==> config.mk <==
export PLATFORM = sky130hd
export DESIGN_NAME = fwd_hazard_unit_flat
export DESIGN_NICKNAME = d
export VERILOG_FILES = /design/src/rtl/fwd_hazard_unit_if.sv /design/src/rtl/fwd_hazard_unit.sv /design/src/flat_wrapper.sv
export SDC_FILE = /design/constraint.sdc
export NUM_CORES = 1
export LEC_CHECK = 0
export BUFFER_PORTS_ARGS = -buffer_cell sky130_fd_sc_hd__buf_2
export CAP_MARGIN = 20
export CORE_AREA = 3 3 79 81
export DETAILED_ROUTE_END_ITERATION = 6
export DIE_AREA = 0 0 82 84
export PLACE_DENSITY = 0.6
export SLEW_MARGIN = 20
export SYNTH_ARGS = -nofsm -noshare
export SYNTH_HDL_FRONTEND = slang
export SYNTH_SLANG_ARGS = --single-unit
==> constraint.sdc <==
create_clock -name clk -period 3.6 [get_ports clk]
set_clock_uncertainty 0.05 [all_clocks]
set_input_delay 0.36 -clock clk [delete_from_list [all_inputs] [get_ports clk]]
set_output_delay 0.36 -clock clk [all_outputs]
set_load 0.005 [all_outputs]
==> src/rtl/fwd_hazard_unit_if.sv <==
// Bus between the ID stage and the forwarding/hazard unit: ID-stage operand
// info in, stall and EX-stage forward selects out.
interface fwd_hazard_unit_if #(
    parameter int REG_BITS  = 5,
    parameter int NUM_SRC   = 2,
    parameter int FWD_DEPTH = 2,
    parameter int CNT_W     = 16
);
    localparam int SEL_W = $clog2(FWD_DEPTH + 1);

    logic                        id_valid;
    logic [NUM_SRC*REG_BITS-1:0] id_src;
    logic [REG_BITS-1:0]         id_rd;
    logic                        id_regwrite;
    logic                        id_memread;
    logic                        flush;
    logic                        stall;
    logic                        ex_valid;
    logic [NUM_SRC*SEL_W-1:0]    ex_fwd_sel;
    logic [CNT_W-1:0]            stall_cnt;

    modport master (
        output id_valid, id_src, id_rd, id_regwrite, id_memread, flush,
        input  stall, ex_valid, ex_fwd_sel, stall_cnt
    );

    modport slave (
        input  id_valid, id_src, id_rd, id_regwrite, id_memread, flush,
        output stall, ex_valid, ex_fwd_sel, stall_cnt
    );
endinterface

==> src/rtl/fwd_hazard_unit.sv <==
// Forwarding select and load-use hazard unit. Tracks in-flight writers in a
// shift register and picks, per source operand, the youngest matching writer.

// Per-source matcher: youngest writer stage that targets src, plus whether
// the EX-stage writer (stage 1) matches, which feeds the load-use check.
module fwd_src_sel #(
    parameter int REG_BITS  = 5,
    parameter int FWD_DEPTH = 2,
    parameter int ZERO_REG  = 31,
    parameter int SEL_W     = 2
) (
    input  logic [REG_BITS-1:0]                src,
    input  logic [FWD_DEPTH:1]                 wr_live,
    input  logic [FWD_DEPTH:1][REG_BITS-1:0]   wr_rd,
    output logic [SEL_W-1:0]                   sel,
    output logic                               hit1
);
    logic nz;

    assign nz = (src != REG_BITS'(ZERO_REG));

    // Scan oldest to youngest so the youngest match is the last assignment
    always_comb begin
        sel = '0;
        for (int k = FWD_DEPTH; k >= 1; k--) begin
            if (nz && wr_live[k] && (wr_rd[k] == src))
                sel = SEL_W'(k);
        end
        hit1 = nz & wr_live[1] & (wr_rd[1] == src);
    end
endmodule

module fwd_hazard_unit #(
    parameter int REG_BITS  = 5,
    parameter int NUM_SRC   = 2,
    parameter int FWD_DEPTH = 2,
    parameter int ZERO_REG  = 31,
    parameter int CNT_W     = 16
) (
    input  logic             clk,
    input  logic             reset,
    fwd_hazard_unit_if.slave bus
);
    localparam int SEL_W = $clog2(FWD_DEPTH + 1);

    typedef struct packed {
        logic [REG_BITS-1:0] rd;
        logic                wr;
    } wr_ent_t;

    // Stage k = instruction k-1 stages older than the one now in EX
    logic    [FWD_DEPTH:1]      vld_pipe;
    wr_ent_t [FWD_DEPTH:1]      ent;
    // Only the EX-stage load matters: older loads already have their data
    logic                       ld_ex;

    logic [FWD_DEPTH:1]                 wr_live;
    logic [FWD_DEPTH:1][REG_BITS-1:0]   wr_rd;
    logic [NUM_SRC-1:0][SEL_W-1:0]      sel;
    logic [NUM_SRC-1:0]                 hit1;

    logic                       id_live;
    logic                       stall;
    logic                       issue;
    logic                       ex_valid_q;
    logic [NUM_SRC*SEL_W-1:0]   fwd_sel_q;
    logic [CNT_W-1:0]           cnt_q;

    // Flatten tracked writers into match inputs; a non-writing entry never matches
    always_comb begin
        for (int k = 1; k <= FWD_DEPTH; k++) begin
            wr_live[k] = vld_pipe[k] & ent[k].wr;
            wr_rd[k]   = ent[k].rd;
        end
    end

    genvar gi;
    generate
        for (gi = 0; gi < NUM_SRC; gi++) begin : g_src
            fwd_src_sel #(
                .REG_BITS  (REG_BITS),
                .FWD_DEPTH (FWD_DEPTH),
                .ZERO_REG  (ZERO_REG),
                .SEL_W     (SEL_W)
            ) u_sel (
                .src     (bus.id_src[gi*REG_BITS +: REG_BITS]),
                .wr_live (wr_live),
                .wr_rd   (wr_rd),
                .sel     (sel[gi]),
                .hit1    (hit1[gi])
            );
        end
    endgenerate

    // A flushed instruction never stalls; reset suppresses any pending stall
    assign id_live = bus.id_valid & ~bus.flush;
    assign stall   = id_live & ld_ex & (|hit1) & ~reset;
    assign issue   = id_live & ~stall;

    assign bus.stall      = stall;
    assign bus.ex_valid   = ex_valid_q;
    assign bus.ex_fwd_sel = fwd_sel_q;
    assign bus.stall_cnt  = cnt_q;

    // Advance writer pipe every cycle; EX slot gets the issued instruction or a bubble
    always_ff @(posedge clk) begin
        if (reset) begin
            vld_pipe   <= '0;
            ent        <= '0;
            ld_ex      <= 1'b0;
            ex_valid_q <= 1'b0;
            fwd_sel_q  <= '0;
            cnt_q      <= '0;
        end else begin
            for (int k = FWD_DEPTH; k >= 2; k--) begin
                vld_pipe[k] <= vld_pipe[k-1];
                ent[k]      <= ent[k-1];
            end
            vld_pipe[1] <= issue;
            if (issue) begin
                ent[1].rd <= bus.id_rd;
                ent[1].wr <= bus.id_regwrite;
                ld_ex     <= bus.id_memread;
                fwd_sel_q <= sel;
            end else begin
                ent[1]    <= '0;
                ld_ex     <= 1'b0;
                fwd_sel_q <= '0;
            end
            ex_valid_q <= issue;
            if (stall && !(&cnt_q))
                cnt_q <= cnt_q + CNT_W'(1);
        end
    end
endmodule

==> src/flat_wrapper.sv <==
// flat-port wrapper written by rule: the top's interface ports become plain ports
module fwd_hazard_unit_flat 
#(
    parameter int REG_BITS  = 5,
    parameter int NUM_SRC   = 2,
    parameter int FWD_DEPTH = 2,
    parameter int ZERO_REG  = 31,
    parameter int CNT_W     = 16
)
  (clk, reset, bus_id_valid, bus_id_src, bus_id_rd, bus_id_regwrite, bus_id_memread, bus_flush, bus_stall, bus_ex_valid, bus_ex_fwd_sel, bus_stall_cnt);
  fwd_hazard_unit_if #(.REG_BITS(REG_BITS), .NUM_SRC(NUM_SRC), .FWD_DEPTH(FWD_DEPTH), .CNT_W(CNT_W)) bus_i ();
  input  logic clk;
  input  logic reset;
  input wire logic [$bits(bus_i.id_valid)-1:0] bus_id_valid;
  input wire logic [$bits(bus_i.id_src)-1:0] bus_id_src;
  input wire logic [$bits(bus_i.id_rd)-1:0] bus_id_rd;
  input wire logic [$bits(bus_i.id_regwrite)-1:0] bus_id_regwrite;
  input wire logic [$bits(bus_i.id_memread)-1:0] bus_id_memread;
  input wire logic [$bits(bus_i.flush)-1:0] bus_flush;
  output wire logic [$bits(bus_i.stall)-1:0] bus_stall;
  output wire logic [$bits(bus_i.ex_valid)-1:0] bus_ex_valid;
  output wire logic [$bits(bus_i.ex_fwd_sel)-1:0] bus_ex_fwd_sel;
  output wire logic [$bits(bus_i.stall_cnt)-1:0] bus_stall_cnt;
  assign bus_i.id_valid = bus_id_valid;
  assign bus_i.id_src = bus_id_src;
  assign bus_i.id_rd = bus_id_rd;
  assign bus_i.id_regwrite = bus_id_regwrite;
  assign bus_i.id_memread = bus_id_memread;
  assign bus_i.flush = bus_flush;
  assign bus_stall = bus_i.stall;
  assign bus_ex_valid = bus_i.ex_valid;
  assign bus_ex_fwd_sel = bus_i.ex_fwd_sel;
  assign bus_stall_cnt = bus_i.stall_cnt;
  fwd_hazard_unit #(.REG_BITS(REG_BITS), .NUM_SRC(NUM_SRC), .FWD_DEPTH(FWD_DEPTH), .ZERO_REG(ZERO_REG), .CNT_W(CNT_W)) u_core (.clk(clk), .reset(reset), .bus(bus_i));
endmodule
Word-level counts from Yosys, hierarchy flattened
Index checks and enable logic that the tools add are counted.

Output and inout bits: 22. Bits in registers: 36. Word-level logic and storage cells: 52. Input port bits: 21.

Bitwise operators: 15. Add/sub/neg operators: 1. Multiplexer cells: 4. Equality and inequality tests: 6. Reduce and logical (&&, ||, !) cells: 15.

Operators with widths (count): $eq 5x5->1 (4); $add 16x1->16 const B (1); $reduce_and 16->1 (1); $and 1x1->1 (11); $ne 5x5->1 const B (2); $logic_and 1x1->1 (9); $reduce_or 3->1 (2); $mux 2 (2); $not 1->1 (4); $reduce_or 2->1 (2); $mux 1 (2); $logic_not 1->1 (1).

Longest topological paths before layout
Depth in word-level cells: 10. Depth in mapped cells: 8. Gate-level depth less buffers: 7.

Hierarchy
From an unflattened synthesis, not the netlist that was laid out.

Cell total of the unflattened synthesis: 188. Area total of the unflattened synthesis: 1705.4 µm².

By module, submodules not included: fwd_hazard_unit (cells each 148, seq. area each 700.7 µm², instances 1, area an instance 1395.1 µm²); fwd_src_sel (cells each 20, seq. area each 0.0 µm², instances 2, area an instance 155.1 µm²).

Worst setup path after synthesis
No wires, ideal clock.

Kind: reg2reg. Start point: register u_core.cnt_q[0] (netlist: u_core.bus.stall_cnt[0]). End point: register u_core.cnt_q[7] (netlist: u_core.bus.stall_cnt[7]). Library setup time: 121 ps. Data required time: 3429 ps. Clock period less this slack: 1992 ps. Stages on the path, launching flop included: 9. Arrival time: 1822 ps. Buffers on the path: 1. Slack: 1608 ps. Cells stage by stage: dfxtp_1 ha_1 clkbuf_1 nand4_1 or2_2 o21bai_1 inv_1 and3_1 mux2_2.

Word-level cells in the longest chain between the ends: 3. Elaborated cells between the ends (all ways): 4. Those cells by class: add/sub: 1; reduce/logical: 3.

RTL lines: from (decl) (RTL line fwd_hazard_unit.sv:67) `logic [CNT_W-1:0] cnt_q;`; from (signal assigned) (RTL line fwd_hazard_unit.sv:132) `cnt_q <= cnt_q + CNT_W'(1);`; branches (longest 3 deep; another with $add 16x1->16).

Parallel ways; which one is timed is not known. A chain may end at the register's enable or synchronous reset.

Worst setup path after layout
Start point: register u_core.vld_pipe[1] (netlist name). End point: output port bus_stall.

Word-level cells in the longest chain between the ends: 6. Elaborated cells between the ends (all ways): 8. Those cells by class: bitwise: 7; reduce/logical: 1.

RTL lines: from (decl) (RTL line fwd_hazard_unit.sv:52) `logic [FWD_DEPTH:1] vld_pipe;`; from (signal, indexed assignment) (RTL line fwd_hazard_unit.sv:116) `vld_pipe[k] <= vld_pipe[k-1];`; $and 1x1->1 * (RTL line fwd_hazard_unit.sv:72) `wr_live[k] = vld_pipe[k] & ent[k].wr;`; $and 1x1->1 (2 in a row) (RTL line fwd_hazard_unit.sv:29) `hit1 = nz & wr_live[1] & (wr_rd[1] == src);`; $reduce_or 2->1 * (RTL line fwd_hazard_unit.sv:97) `assign stall = id_live & ld_ex & (|hit1) & ~reset;`; $and 1x1->1 * (2 in a row) (RTL line fwd_hazard_unit.sv:97); to (decl) (RTL line flat_wrapper.sv:20) `output wire logic [$bits(bus_i.stall)-1:0] bus_stall;`.

Every way passes the cells marked *; elsewhere a longest branch is shown, timed or not.

==> summary.md <==
| Metric | Value |
|---|---|
| Largest net degree at the start of global routing | 30 |
| Syn avg cell area | 9.20 um^2 |
| Crit-path max FO | 11 |
| Slew Viols, Final | 0 |
| Share of cells above drive strength 1 | 0.281 |
| Length of the first detailed-routing pass in iterations | 4 |
| CTS sink count | 35 |
| Layout net count | 249 |
| Startpoint types | flop |
| Met1 Routed Length | 1.80 mm |
| Die Span Y | 84 um |
| Antenna diode count | 0 |
| Final Hold Viols | 0 |
| Synth area leaders | dfxtp_1, xnor2_1, xor2_1, nor2b_1, nor2_1 |
| Max_slew headroom | 0.525 |
| CP Launch Point | u_core.vld_pipe[1] |
| PD cells | 386 mW/mm^2 |
| Final Setup Violations | 0 |
| Final Cycle Share | 0.730 |
| Crit Path Class | flop to primary output |
| Number of global-route vias before repair | 1324 |
| Outcome | complete, no violations |
| # H-tree levels | 2 |
| First-pass GRT wire length | 6.24 mm |
| Starting density of the core | 0.304 |
| Mapped Cells | 183 |
| CP arrival | 2.22 ns |
| Tot GR Track Use | 0.114 |
| Tightest Pin Transition | 0.712 ns |
| CTS Buf Count | 5 |
| Die X-Extent | 82 um |
| Setup TNS | 0 ns |
| Via count | 1393 |
| Path category of the worst min-delay check | input pin to flop |
| Max Clk Rate | 0.380 GHz |
| Core area | 0.00554 mm^2 |
| Worst reg2reg setup slack | 1.15 ns |
| Placed cell area | 0.00196 mm^2 |
| Fillers | 597 |
| CP endpoint kind | primary output |
| Number of gates resized after cts | 0 |
| DP Wirelength | 2.85 mm |
| Area leader, netlist | dfxtp_1 |
| Most frequent cells in the layout | buf_2, dfxtp_1, nor2_1 |
| Synthesized cell area | 0.00168 mm^2 |
| Vias per cell | 4.64 |
| Final instance area | 0.00208 mm^2 |
| CTS Buffer Depth | 2 |
| YS warnings | 0 |
| Top routing layer in use | met4 |
| Register-to-Register Path Depth | 6 |
| Area delta synth->final | 23.4% |
| Synth top area share | 0.416 |
| Post-DRT Antenna Nets | 0 |
| DR WL/cell | 12.2 um |
| Total of max-cap violations | 0 |
| Clock-pin slew on the worst setup and hold paths | 0.08 ns |
| Total wire length | 3.67 mm |
| Initial antenna violation count | 0 |
| Minimum clock period | 2.63 ns |
| Root buffer cell | clkbuf_8 |
| Met2 routed WL | 1.66 mm |
| Lkg Pwr | 0.887 nW |
| Synthesized Nets | 205 |
| Netlist cell types | 44 |
| # DRC | 0 |
| Clk_lat worst skew | 0.28 ns |
| I/O Buffers | 42 |
| Met3 wire len | 159 um |
| Most common cell after layout, fill and taps aside | buf_2 |
| CTS tree | built |
| GRT Residual Overflow | 0 |
| RSZ-0062 raised after global routing | false |
| Worst reg2reg startpoint | u_core.vld_pipe[1] |
| Seq/Total Area, Yosys | 0.416 |
| Iter 0 DRT Violations | 40 |
| Flops & latches, synth | 35 |
| IO Pins | 43 |
| Post-CTS setup buffers | 0 |
| Maximum vdd drop | 0.147 mV |
| Row count | 27 |
| Post-CTS Hold Buffers | 0 |
| WP data required | 3.19 ns |
| Routability-driven placement congestion ratio | 0.782 |
| R2r endpoint | u_core.bus.stall_cnt[7] |
| CP Capture Point | bus_stall |
| Die Area | 0.00689 mm^2 |
[area by class of cell]
cell class / count / area, um^2 / area share
tap: 72 / 90.1 / 0.0434
inverter: 4 / 15.0 / 0.00723
multi-input combinational: 139 / 945 / 0.455
timing repair buffer: 42 / 210 / 0.101
clock buffer: 5 / 68.8 / 0.0331
sequential: 35 / 701 / 0.337
clock inverter: 3 / 47.5 / 0.0229
[routing by layer]
| metal | vias up | track usage |
|---|---|---|
| met5 | - | 0 |
| li1 | 728 | - |
| met4 | 0 | 0.0317 |
| met3 | 4 | 0.0335 |
| met1 | 636 | 0.156 |
| met2 | 25 | 0.173 |
[per-stage QoR]
stage          std cells  hold slack [ns]  total power [mW]  utilization  setup slack [ns]
4_1_cts              300            0.207             0.814        0.375             0.916
6_report             300            0.215             0.802        0.375             0.971
3_5_place_dp         292            0.405             0.449        0.354             0.879
2_1_floorplan        183            0.388             0.429            -              1.61
3_3_place_gp         292            0.408             0.449        0.354             0.954
5_1_grt              300            0.209             0.839        0.375             0.736
[registers in the layout, summed over array words and instances, names as in the netlist]
name                   cells
u_core.bus.stall_cnt      16
u_core.bus.ex_fwd_sel      4
u_core.ld_ex               1
u_core.ent                12
u_core.vld_pipe            2
[kinds of logic after synthesis]
| kind of cell | share of synthesized area |
|---|---|
| AO/OA/AOI/OAI | 0.0967 |
| XOR/XNOR | 0.114 |
| adder cells (fa/ha/maj) | 0.00743 |
| buffers and inverters | 0.0223 |
| flip-flops | 0.416 |
| multiplexers | 0.0327 |
| AND/OR/NAND/NOR | 0.310 |
[worst max-delay path, stage by stage, from the launching register on]
cell and delay [ns]:
dfxtp_1 0.35, nand2_1 0.14, nor4_2 0.36, nand4_2 0.22
a21boi_1 0.63, buf_2 0.24
[power by group]
part           total, mW  switching (mW)  leakage, nW  internal [mW]
logic             0.0450          0.0239        0.545         0.0212
clock network      0.363           0.153       0.0587          0.210
registers          0.394         0.00342        0.283          0.391
[how the worst min path moves through the flow]
stage	from	end	slack (ns)	cells past startpoint
after floorplan	u_core.ent[0]	u_core.ent[6]	0.39	1
after global placement	u_core.ent[0]	u_core.ent[6]	0.41	1
after detailed placement	u_core.ent[0]	u_core.ent[6]	0.41	1
after CTS	bus_id_rd[0]	u_core.ent[1]	0.21	2
after global routing	bus_id_rd[0]	u_core.ent[1]	0.21	2
final	bus_id_rd[0]	u_core.ent[1]	0.22	2
[cell usage after synthesis, drive strengths merged]
cell     instances
o2111ai          1
a21bo            1
nand3b           1
clkbuf           4
dfxtp           35
o21ai            3
a21boi           2
nand4            9
or3              2
nand2            9
nand4b           1
a21o             2
and2             7
ha               1
or2              2
or4              1
o21bai           1
o21a             1
nor4             2
nor2            15
xor2            11
nand2b           2
o31ai            1
and4b            2
xnor2           11
nand3           11
and4             2
nor2b           11
mux2             4
a41o             1
nor3             4
buf              1
a21oi           10
or3b             1
and3             5
mux2i            1
a31o             1
inv              4
Power figures use the tool's default switching activity.
